File: config.mk
export PLATFORM = sky130hd
export DESIGN_NAME = instr_mem_loader
export DESIGN_NICKNAME = d
export VERILOG_FILES = /design/src/rtl/instr_mem_loader.sv
export SDC_FILE = /design/constraint.sdc
export NUM_CORES = 1
export LEC_CHECK = 0
export ABC_AREA = 0
export CAP_MARGIN = 20
export CELL_PAD_IN_SITES_DETAIL_PLACEMENT = 0
export CELL_PAD_IN_SITES_GLOBAL_PLACEMENT = 1
export CORE_MARGIN = 8
export CORE_UTILIZATION = 30
export CTS_BUF_LIST = sky130_fd_sc_hd__clkbuf_8
export DETAILED_ROUTE_END_ITERATION = 6
export DONT_BUFFER_PORTS = 1
export PLACE_DENSITY = 0.61
export SLEW_MARGIN = 15
export SYNTH_ARGS = -nofsm -noshare
export SYNTH_HDL_FRONTEND = slang
export SYNTH_SLANG_ARGS = --single-unit
File: constraint.sdc
create_clock -name clk -period 2.95 [get_ports clk]
set_clock_uncertainty 0.05 [all_clocks]
set_input_delay 0.1475 -clock clk [delete_from_list [all_inputs] [get_ports clk]]
set_output_delay 0.1475 -clock clk [all_outputs]
set_load 0.05 [all_outputs]
File: src/rtl/instr_mem_loader.sv
// Framed byte-stream loader for the 16-bit instruction RAM: length header, data words,
// optional NOP fill of the remaining addresses, core held in reset while loading.
module instr_mem_loader #(
    parameter int          DEPTH     = 101,
    parameter int          ADDR_W    = 32,
    parameter logic [15:0] FILL_WORD = 16'hFFFF
) (
    input  logic              clk,
    input  logic              rst_n,
    input  logic              i_start,
    input  logic              i_fill_en,
    input  logic [7:0]        i_byte,
    input  logic              i_byte_valid,
    output logic              o_byte_ready,
    output logic              o_we,
    output logic [ADDR_W-1:0] o_waddr,
    output logic [15:0]       o_wdata,
    output logic              o_busy,
    output logic              o_cpu_hold,
    output logic              o_done,
    output logic              o_loaded,
    output logic              o_err
);

    typedef enum logic [3:0] {
        S_IDLE    = 4'd0,
        S_LEN_HI  = 4'd1,
        S_LEN_LO  = 4'd2,
        S_DATA_HI = 4'd3,
        S_DATA_LO = 4'd4,
        S_FILL    = 4'd5,
        S_DONE    = 4'd6,
        S_ERR     = 4'd7
    } state_t;

    localparam logic [15:0] DEPTH_W = 16'(DEPTH);
    localparam logic [15:0] LAST_W  = 16'(DEPTH - 1);

    state_t      state_r, state_s;
    logic [15:0] cnt_r, len_r;
    logic [7:0]  hi_r;
    logic        fill_en_r;
    logic        accept_s, restart_s;
    logic [15:0] cnt_inc_s, len_full_s;

    logic              byte_ready_r, we_r, busy_r, done_r, loaded_r, err_r;
    logic [ADDR_W-1:0] waddr_r;
    logic [15:0]       wdata_r;
    logic              ready_s, we_s, busy_s, done_s, loaded_s, err_s;
    logic [15:0]       wdata_s;

    assign accept_s   = i_byte_valid && byte_ready_r;
    assign restart_s  = i_start && ((state_r == S_IDLE) || (state_r == S_DONE) || (state_r == S_ERR));
    assign cnt_inc_s  = cnt_r + 16'd1;
    assign len_full_s = {len_r[15:8], i_byte};

    // State register
    always_ff @(posedge clk or negedge rst_n) begin
        if (!rst_n) begin
            state_r <= S_IDLE;
        end else begin
            state_r <= state_s;
        end
    end

    // Next-state logic
    always_comb begin
        state_s = state_r;
        case (state_r)
            S_IDLE:    if (restart_s) state_s = S_LEN_HI; else state_s = S_IDLE;
            S_LEN_HI:  if (accept_s) state_s = S_LEN_LO; else state_s = S_LEN_HI;
            S_LEN_LO: begin
                if (!accept_s)                 state_s = S_LEN_LO;
                else if (len_full_s > DEPTH_W) state_s = S_ERR;
                else if (len_full_s == 16'd0)  state_s = fill_en_r ? S_FILL : S_DONE;
                else                           state_s = S_DATA_HI;
            end
            S_DATA_HI: if (accept_s) state_s = S_DATA_LO; else state_s = S_DATA_HI;
            S_DATA_LO: begin
                if (!accept_s)                                state_s = S_DATA_LO;
                else if (cnt_inc_s < len_r)                   state_s = S_DATA_HI;
                else if (fill_en_r && (cnt_inc_s < DEPTH_W))  state_s = S_FILL;
                else                                          state_s = S_DONE;
            end
            S_FILL:    if (cnt_r == LAST_W) state_s = S_DONE; else state_s = S_FILL;
            S_DONE:    if (restart_s) state_s = S_LEN_HI; else state_s = S_IDLE;
            S_ERR:     if (restart_s) state_s = S_LEN_HI; else state_s = S_ERR;
            default:   state_s = S_IDLE;
        endcase
    end

    // Output logic: next values of the registered outputs, derived from the upcoming state
    always_comb begin
        we_s    = ((state_r == S_DATA_LO) && accept_s) || (state_r == S_FILL);
        wdata_s = {hi_r, i_byte};
        if (state_r == S_FILL) begin
            wdata_s = FILL_WORD;
        end else begin
            wdata_s = {hi_r, i_byte};
        end
        ready_s = (state_s == S_LEN_HI) || (state_s == S_LEN_LO) ||
                  (state_s == S_DATA_HI) || (state_s == S_DATA_LO);
        busy_s  = !((state_s == S_IDLE) || (state_s == S_ERR) || (state_s == S_DONE));
        done_s  = (state_s == S_DONE);
        err_s   = (state_s == S_ERR);
        loaded_s = loaded_r;
        if (restart_s) begin
            loaded_s = 1'b0;
        end else if (state_s == S_DONE) begin
            loaded_s = 1'b1;
        end else begin
            loaded_s = loaded_r;
        end
    end

    // Datapath: frame latches, word counter and registered outputs
    always_ff @(posedge clk or negedge rst_n) begin
        if (!rst_n) begin
            cnt_r        <= 16'd0;
            len_r        <= 16'd0;
            hi_r         <= 8'd0;
            fill_en_r    <= 1'b0;
            byte_ready_r <= 1'b0;
            we_r         <= 1'b0;
            waddr_r      <= '0;
            wdata_r      <= 16'd0;
            busy_r       <= 1'b0;
            done_r       <= 1'b0;
            loaded_r     <= 1'b0;
            err_r        <= 1'b0;
        end else begin
            if (restart_s) begin
                fill_en_r <= i_fill_en;
                cnt_r     <= 16'd0;
            end else if (we_s) begin
                cnt_r <= cnt_inc_s;
            end
            if ((state_r == S_LEN_HI) && accept_s) len_r[15:8] <= i_byte;
            if ((state_r == S_LEN_LO) && accept_s) len_r[7:0]  <= i_byte;
            if ((state_r == S_DATA_HI) && accept_s) hi_r <= i_byte;
            if (we_s) begin
                waddr_r <= ADDR_W'(cnt_r);
                wdata_r <= wdata_s;
            end
            we_r         <= we_s;
            byte_ready_r <= ready_s;
            busy_r       <= busy_s;
            done_r       <= done_s;
            loaded_r     <= loaded_s;
            err_r        <= err_s;
        end
    end

    assign o_byte_ready = byte_ready_r;
    assign o_we         = we_r;
    assign o_waddr      = waddr_r;
    assign o_wdata      = wdata_r;
    assign o_busy       = busy_r;
    assign o_cpu_hold   = busy_r;
    assign o_done       = done_r;
    assign o_loaded     = loaded_r;
    assign o_err        = err_r;

endmodule
### Word-level counts from Yosys, hierarchy flattened

Index checks and enable logic that the tools add are counted.

* logic and storage cells: 72
* register bits: 83
* bits of input ports: 13
* output and inout bits: 55

* equal/unequal tests: 14
* $add $sub $neg: 1
* reduce and logical (&&, ||, !) cells: 22
* multiplexer cells: 18
* $lt $le $gt $ge: 3

Operators with widths (number)
* 16-bit two-way mux: 3
* 4-bit by 3-bit == test with 1-bit output (second input constant): 7
* 4-bit one-hot mux with 7 select lines: 1
* 3-bit two-way mux: 7
* 16-bit by 1-bit adder with 16-bit output (second input constant): 1
* 16-bit by 7-bit == test with 1-bit output (second input constant): 1
* 4-bit by 2-bit == test with 1-bit output (second input constant): 4
* 16-bit by 7-bit > comparator with 1-bit output (second input constant): 1
* 16-bit zero test: 1
* 16-bit less-than comparator: 1
* 16-bit by 7-bit less-than comparator with 1-bit output (second input constant): 1
* 4-bit by 1-bit == test with 1-bit output (second input constant): 2
* 4-bit zero test: 2
* 1-bit logical OR: 8
* 2-bit two-way mux: 4
* 1-bit logical AND: 7
* 2-bit nonzero test: 2
* 1-bit two-way mux: 3
* 2-bit OR reduction: 1
* 1-bit zero test: 1

### Longest topological paths before layout

* word-level depth: 11
* gate-level depth with buffers: 15
* gate-level depth less buffers: 14

### Least setup slack after synthesis

OpenSTA, ideal clock, no wires.

* path kind: register to register
* from: reg cnt_r[0]
* to: reg busy_r (netlist: o_busy)
* setup time: 0.079 ns
* path slack: -0.294 ns
* data required time: 2.821 ns
* path buffers: 1
* clock period less this slack: 3.244 ns
* stages on the path, launching flop included: 16
* data arrival time: 3.115 ns
* path through: dfrtp_1 > ha_1 > buf_2 > and4_2 > nand4_1 > xor2_1 > inv_1 > ha_1 > a21oi_1 > nand2_1 > a221oi_1 > o31a_1 > o31ai_4 > a31o_2 > a21oi_4 > mux2i_1

* word-level cells in the longest chain between the ends: 11
* elaborated cells on any way between the ends: 16
* those cells by class: add/sub: 1; order compare: 2; eq/ne: 3; mux: 5; reduce/logical: 5

RTL lines
* from (decl): line 40 `logic [15:0] cnt_r, len_r;`
* from (signal assigned): line 136 `cnt_r <= cnt_inc_s;`
* 16-bit by 1-bit adder with 16-bit output: line 54 `assign cnt_inc_s = cnt_r + 16'd1;`
* 16-bit by 7-bit less-than comparator with 1-bit output: line 82 `else if (fill_en_r && (cnt_inc_s < DEPTH_W)) state_s = S_FILL;`
* 1-bit logical AND: line 82
* 2-bit two-way mux: line 82
* 3-bit two-way mux: line 81 `else if (cnt_inc_s < len_r) state_s = S_DATA_HI;`
* 3-bit two-way mux: line 80 `if (!accept_s) state_s = S_DATA_LO;`
* 4-bit one-hot mux with 7 select lines *: line 69 `case (state_r)`
* 4-bit by 3-bit == test with 1-bit output or 4-bit zero test (tied branches): line 103 `busy_s = !((state_s == S_IDLE) || (state_s == S_ERR) || (state_s == S_DONE));`
* 1-bit logical OR: line 103
* 1-bit logical OR *: line 103
* 1-bit zero test *: line 103
* net busy_s: line 49 `logic ready_s, we_s, busy_s, done_s, loaded_s, err_s;`
* to (signal assigned): line 147 `busy_r <= busy_s;`
* to (decl): line 46 `logic byte_ready_r, we_r, busy_r, done_r, loaded_r, err_r;`

The timed path passes the listed nets; every way through them passes the cells marked *.
A chain may end at the register's enable or synchronous reset.

### Final worst setup path

* from: reg cnt_r[1]
* to: reg done_r (netlist: o_done)

* word-level cells in the longest chain between the ends: 8
* elaborated cells on any way between the ends: 11
* those cells by class: add/sub: 1; order compare: 2; eq/ne: 2; mux: 5; reduce/logical: 1

RTL lines
* 16-bit by 1-bit adder with 16-bit output: line 54
* 16-bit by 7-bit less-than comparator with 1-bit output: line 82
* 1-bit logical AND: line 82
* 2-bit two-way mux: line 82
* 3-bit two-way mux: line 81
* 3-bit two-way mux: line 80
* 4-bit one-hot mux with 7 select lines *: line 69
* 4-bit by 3-bit == test with 1-bit output *: line 104 `done_s = (state_s == S_DONE);`
* net done_s: line 49
* to (signal assigned): line 148 `done_r <= done_s;`
* to (decl): line 46

Marked as above.

==> impl_metrics.csv <==
group,metric,value,unit
outcome,status,"finished with violations",
outcome,failed_checks,"setup timing",
placement,place_congestion,0.860,
min_path,min-delay-path-class,"in -> reg",
route,route.final.wire_length,12200,um
placement,total_instance_count_after_detailed_placement,695,
synth,postSynthRegisterBits,82,
synth,synth_top_area_share,45.3,%
synth,synthArstFlopShare,100,%
power,pwrdens,827,nW/um^2
timing,final.min_clock_period,3.06,ns
critical_path,critPathArrivalTime,3.32,ns
timing,final.setup.worst_slack,-0.113,ns
cells_and_area,final_core_utilization,36.9,%
timing,hold_viol_final,0,
synth,syn_area,4530,um^2
route,detail_route.drc_violations,0,
cells_and_area,final_design_area_no_fill,5530,um^2
cells_and_area,layout.cells.non_filler,732,
clocking,htreeDepth,3,
critical_path,data_required_time_at_the_worst_endpoint,3.20,ns
critical_path,worst-setup-path-type,"reg -> reg",
timing,timing_worst_slew_pin_value,0.874,ns
grt,maximum_number_of_pins_on_one_net_before_global_route_repair,83,
timing,worst_slew_margin_rel,41.8,%
synth,yosys.cell_types.count,75,
route,via_count,3465,
floorplan,die_h,139,um
synth,dominantRegCellSynth,"sky130_fd_sc_hd__dfrtp_1",
cells_and_area,fin_nets,568,
floorplan,top_level_ports,68,
placement,hpwlAfterDp,8480,um
route,post_drt_wl_per_cell,16.6,um
route,detail_route.iter0.violations,238,
floorplan,core-area,15000,um^2
route,final_ant_viol_nets,0,
timing,max_freq,326,MHz
timing,finalMaxSlewViolations,0,
power,leakagePower,2.67,nW
clocking,cts_tree,"built",
clocking,numClockSinks,82,
route,post_drt_via_cell_ratio,4.73,
power,worst_ir_drop_vdd,0.484,mV
placement,numPortBuffers,0,
synth,netlist.top_cell.by_area,"sky130_fd_sc_hd__dfrtp_1",
clocking,clk-insertion-delay-late,0.38,ns
clocking,ctsLongestPathBuffers,2,
placement,preCtsSetupSlack,-0.247,ns
grt,grt_use_total,13.2,%
cells_and_area,antennaDiodeCount,0,
floorplan,fp-row-count,45,
floorplan,fp.dieArea,19300,um^2
critical_path,critical_path_peak_fanout,4,
floorplan,chipWidth,139,um
critical_path,end_kind,"flop",
synth,synthesis.area_per_instance,9.44,um^2
synth,synthCells,480,
grt,first_global_vias,3572,
critical_path,startpoint_type,"flop",
critical_path,ff2ff_setup_slack,-0.11,ns
grt,antenna_found_initial,0,
clocking,clk_pin_slew,0.10,ns
cells_and_area,drive_gt1_share,26.7,%
floorplan,start_util,30.3,%
grt,overflow,0,
placement,place_area,4990,um^2
synth,synth.area.top_cells,"sky130_fd_sc_hd__dfrtp_1, sky130_fd_sc_hd__nand2_1, sky130_fd_sc_hd__ha_1",
cells_and_area,area_delta_synth_final,22.1,%
route,drt_pass1_iterations,4,
run,max_cap_viol_count,0,
grt,wire_length_of_the_first_global_routing_pass,20000,um
synth,number_of_enable_flip_flop_cells_after_synthesis,0,
clocking,cts.root.buffer_cell,"sky130_fd_sc_hd__clkbuf_8",
timing,grt_setup_unrepaired,"true",
clocking,numCtsBuffers,9,
synth,synth_sequential_area_ratio,45.3,%
synth,ys.warnings.count,0,
timing,final_min_period_over_clock_period,104,%
timing,finalSetupViolations,6,
-- metrics by stage --
stage	hold WS [ns]	power, mW	setup TNS (ns)
global route	0.110	4.88	-1.39
global placement	-0.194	3.58	-0.731
floorplan	-0.198	3.16	-0.119
CTS	0.0994	4.56	-0.336
detailed placement	-0.194	3.60	-1.30
finish	0.127	4.57	-0.459
-- where the power goes --
group / total (mW) / switching, mW / internal (mW)
clock: 0.840 / 0.502 / 0.338
combinational: 1.56 / 0.905 / 0.657
sequential: 2.17 / 0.719 / 1.45
-- cell usage after synthesis, types with 3 or more instances --
cell	count
sky130_fd_sc_hd__dfrtp_1	82
sky130_fd_sc_hd__inv_1	27
sky130_fd_sc_hd__nand2b_1	3
sky130_fd_sc_hd__and4_1	5
sky130_fd_sc_hd__ha_1	16
sky130_fd_sc_hd__buf_4	19
sky130_fd_sc_hd__a21oi_1	4
sky130_fd_sc_hd__nor3_1	6
sky130_fd_sc_hd__o21ai_0	33
sky130_fd_sc_hd__a31oi_1	3
sky130_fd_sc_hd__a22o_1	4
sky130_fd_sc_hd__clkbuf_8	5
sky130_fd_sc_hd__nand4_1	3
sky130_fd_sc_hd__nor2_1	14
sky130_fd_sc_hd__nand2_1	110
sky130_fd_sc_hd__mux2_2	13
sky130_fd_sc_hd__nand3_1	28
sky130_fd_sc_hd__xor2_1	6
sky130_fd_sc_hd__xnor2_1	16
sky130_fd_sc_hd__nor4_1	5
sky130_fd_sc_hd__buf_2	3
sky130_fd_sc_hd__clkbuf_1	14
-- critical path: stages (launching register included) --
cell and delay (ns):
sky130_fd_sc_hd__dfrtp_2 0.44, sky130_fd_sc_hd__ha_4 0.18, sky130_fd_sc_hd__and4_4 0.23, sky130_fd_sc_hd__nand4_1 0.16, sky130_fd_sc_hd__xor2_2 0.25, sky130_fd_sc_hd__inv_2 0.06
sky130_fd_sc_hd__ha_4 0.27, sky130_fd_sc_hd__and4_4 0.25, sky130_fd_sc_hd__nand2_4 0.06, sky130_fd_sc_hd__o31a_1 0.27, sky130_fd_sc_hd__o31ai_4 0.08, sky130_fd_sc_hd__a21bo_1 0.27
sky130_fd_sc_hd__or2_1 0.24, sky130_fd_sc_hd__a211oi_2 0.19
-- registers in the layout (all words and copies together), names as in the netlist --
| name | flops |
|---|---|
| hi_r | 8 |
| o_err | 1 |
| o_we | 1 |
| o_busy | 1 |
| o_loaded | 1 |
| o_byte_ready | 1 |
| cnt_r | 16 |
| o_wdata | 16 |
| o_waddr | 16 |
| fill_en_r | 1 |
| len_r | 16 |
| o_done | 1 |
| state_r | 3 |
-- area by class of cell --
| type | count | area [um^2] |
|---|---|---|
| fillers | 1549 | 9450 |
| multi-input cells | 340 | 2280 |
| well taps | 188 | 235 |
| flip-flops and latches | 82 | 2060 |
| clock inverters | 7 | 76.3 |
| inverters | 28 | 105 |
| clock buffers | 9 | 124 |
| repair buffers | 78 | 651 |
-- layer usage --
metal / part of all wire [%] / wire length (um) / global-route usage (%) / up-vias
met4: 1.4 / 170 / 4.39 / 0
met1: 47 / 5740 / 17.6 / 1665
met3: 7.8 / 954 / 4.92 / 13
li1: - / - / - / 1708
met2: 44 / 5300 / 19.2 / 79
met5: 0 / 0 / 0 / -
-- cells in the final DEF (no fill, tap or decap), types with 5 or more instances in the layout --
cell                            count
sky130_fd_sc_hd__ha_1              13
sky130_fd_sc_hd__mux2_2            13
sky130_fd_sc_hd__nand2_1          109
sky130_fd_sc_hd__dfrtp_1           77
sky130_fd_sc_hd__nor2_1            13
sky130_fd_sc_hd__dfrtp_2            5
sky130_fd_sc_hd__nor3_1             5
sky130_fd_sc_hd__o21ai_0           32
sky130_fd_sc_hd__xnor2_1           12
sky130_fd_sc_hd__clkbuf_8           9
sky130_fd_sc_hd__buf_4             64
sky130_fd_sc_hd__conb_1            16
sky130_fd_sc_hd__nand3_1           28
sky130_fd_sc_hd__nor4_1             5
sky130_fd_sc_hd__inv_1             25
sky130_fd_sc_hd__dlygate4sd3_1     10
-- path summary, 6_finish.rpt --
kind | cells after the start | to | start
worst max-delay path | 13 | o_done | cnt_r[1]
worst min-delay path | 3 | cnt_r[0] | i_start
worst max register to register | 13 | o_done | cnt_r[1]
worst min register to register | 2 | o_wdata[14] | hi_r[6]
max in group asynchronous | 2 | o_waddr[4] | rst_n
min in group asynchronous | 2 | cnt_r[4] | rst_n
-- cells by family after synthesis --
group | after synthesis | synth area share (%)
multiplexers | 14 | 3.45
XOR/XNOR | 22 | 4.25
other | 1 | 0.0828
buffers and inverters | 73 | 9.17
AO/OA/AOI/OAI | 73 | 11.2
AND/OR/NAND/NOR | 198 | 21.9
adder cells (fa/ha/maj) | 17 | 4.64
flip-flops | 82 | 45.3
-- repair_timing --
item	in CTS	in global routing
endpoints found under the setup margin	8	8
buffers inserted	8	2
gates resized for setup	8	16
hold buffers	11	0
pin swaps	10	9
hold endpoints to repair	115	0
No activity file was read; power rests on OpenSTA's default activity.
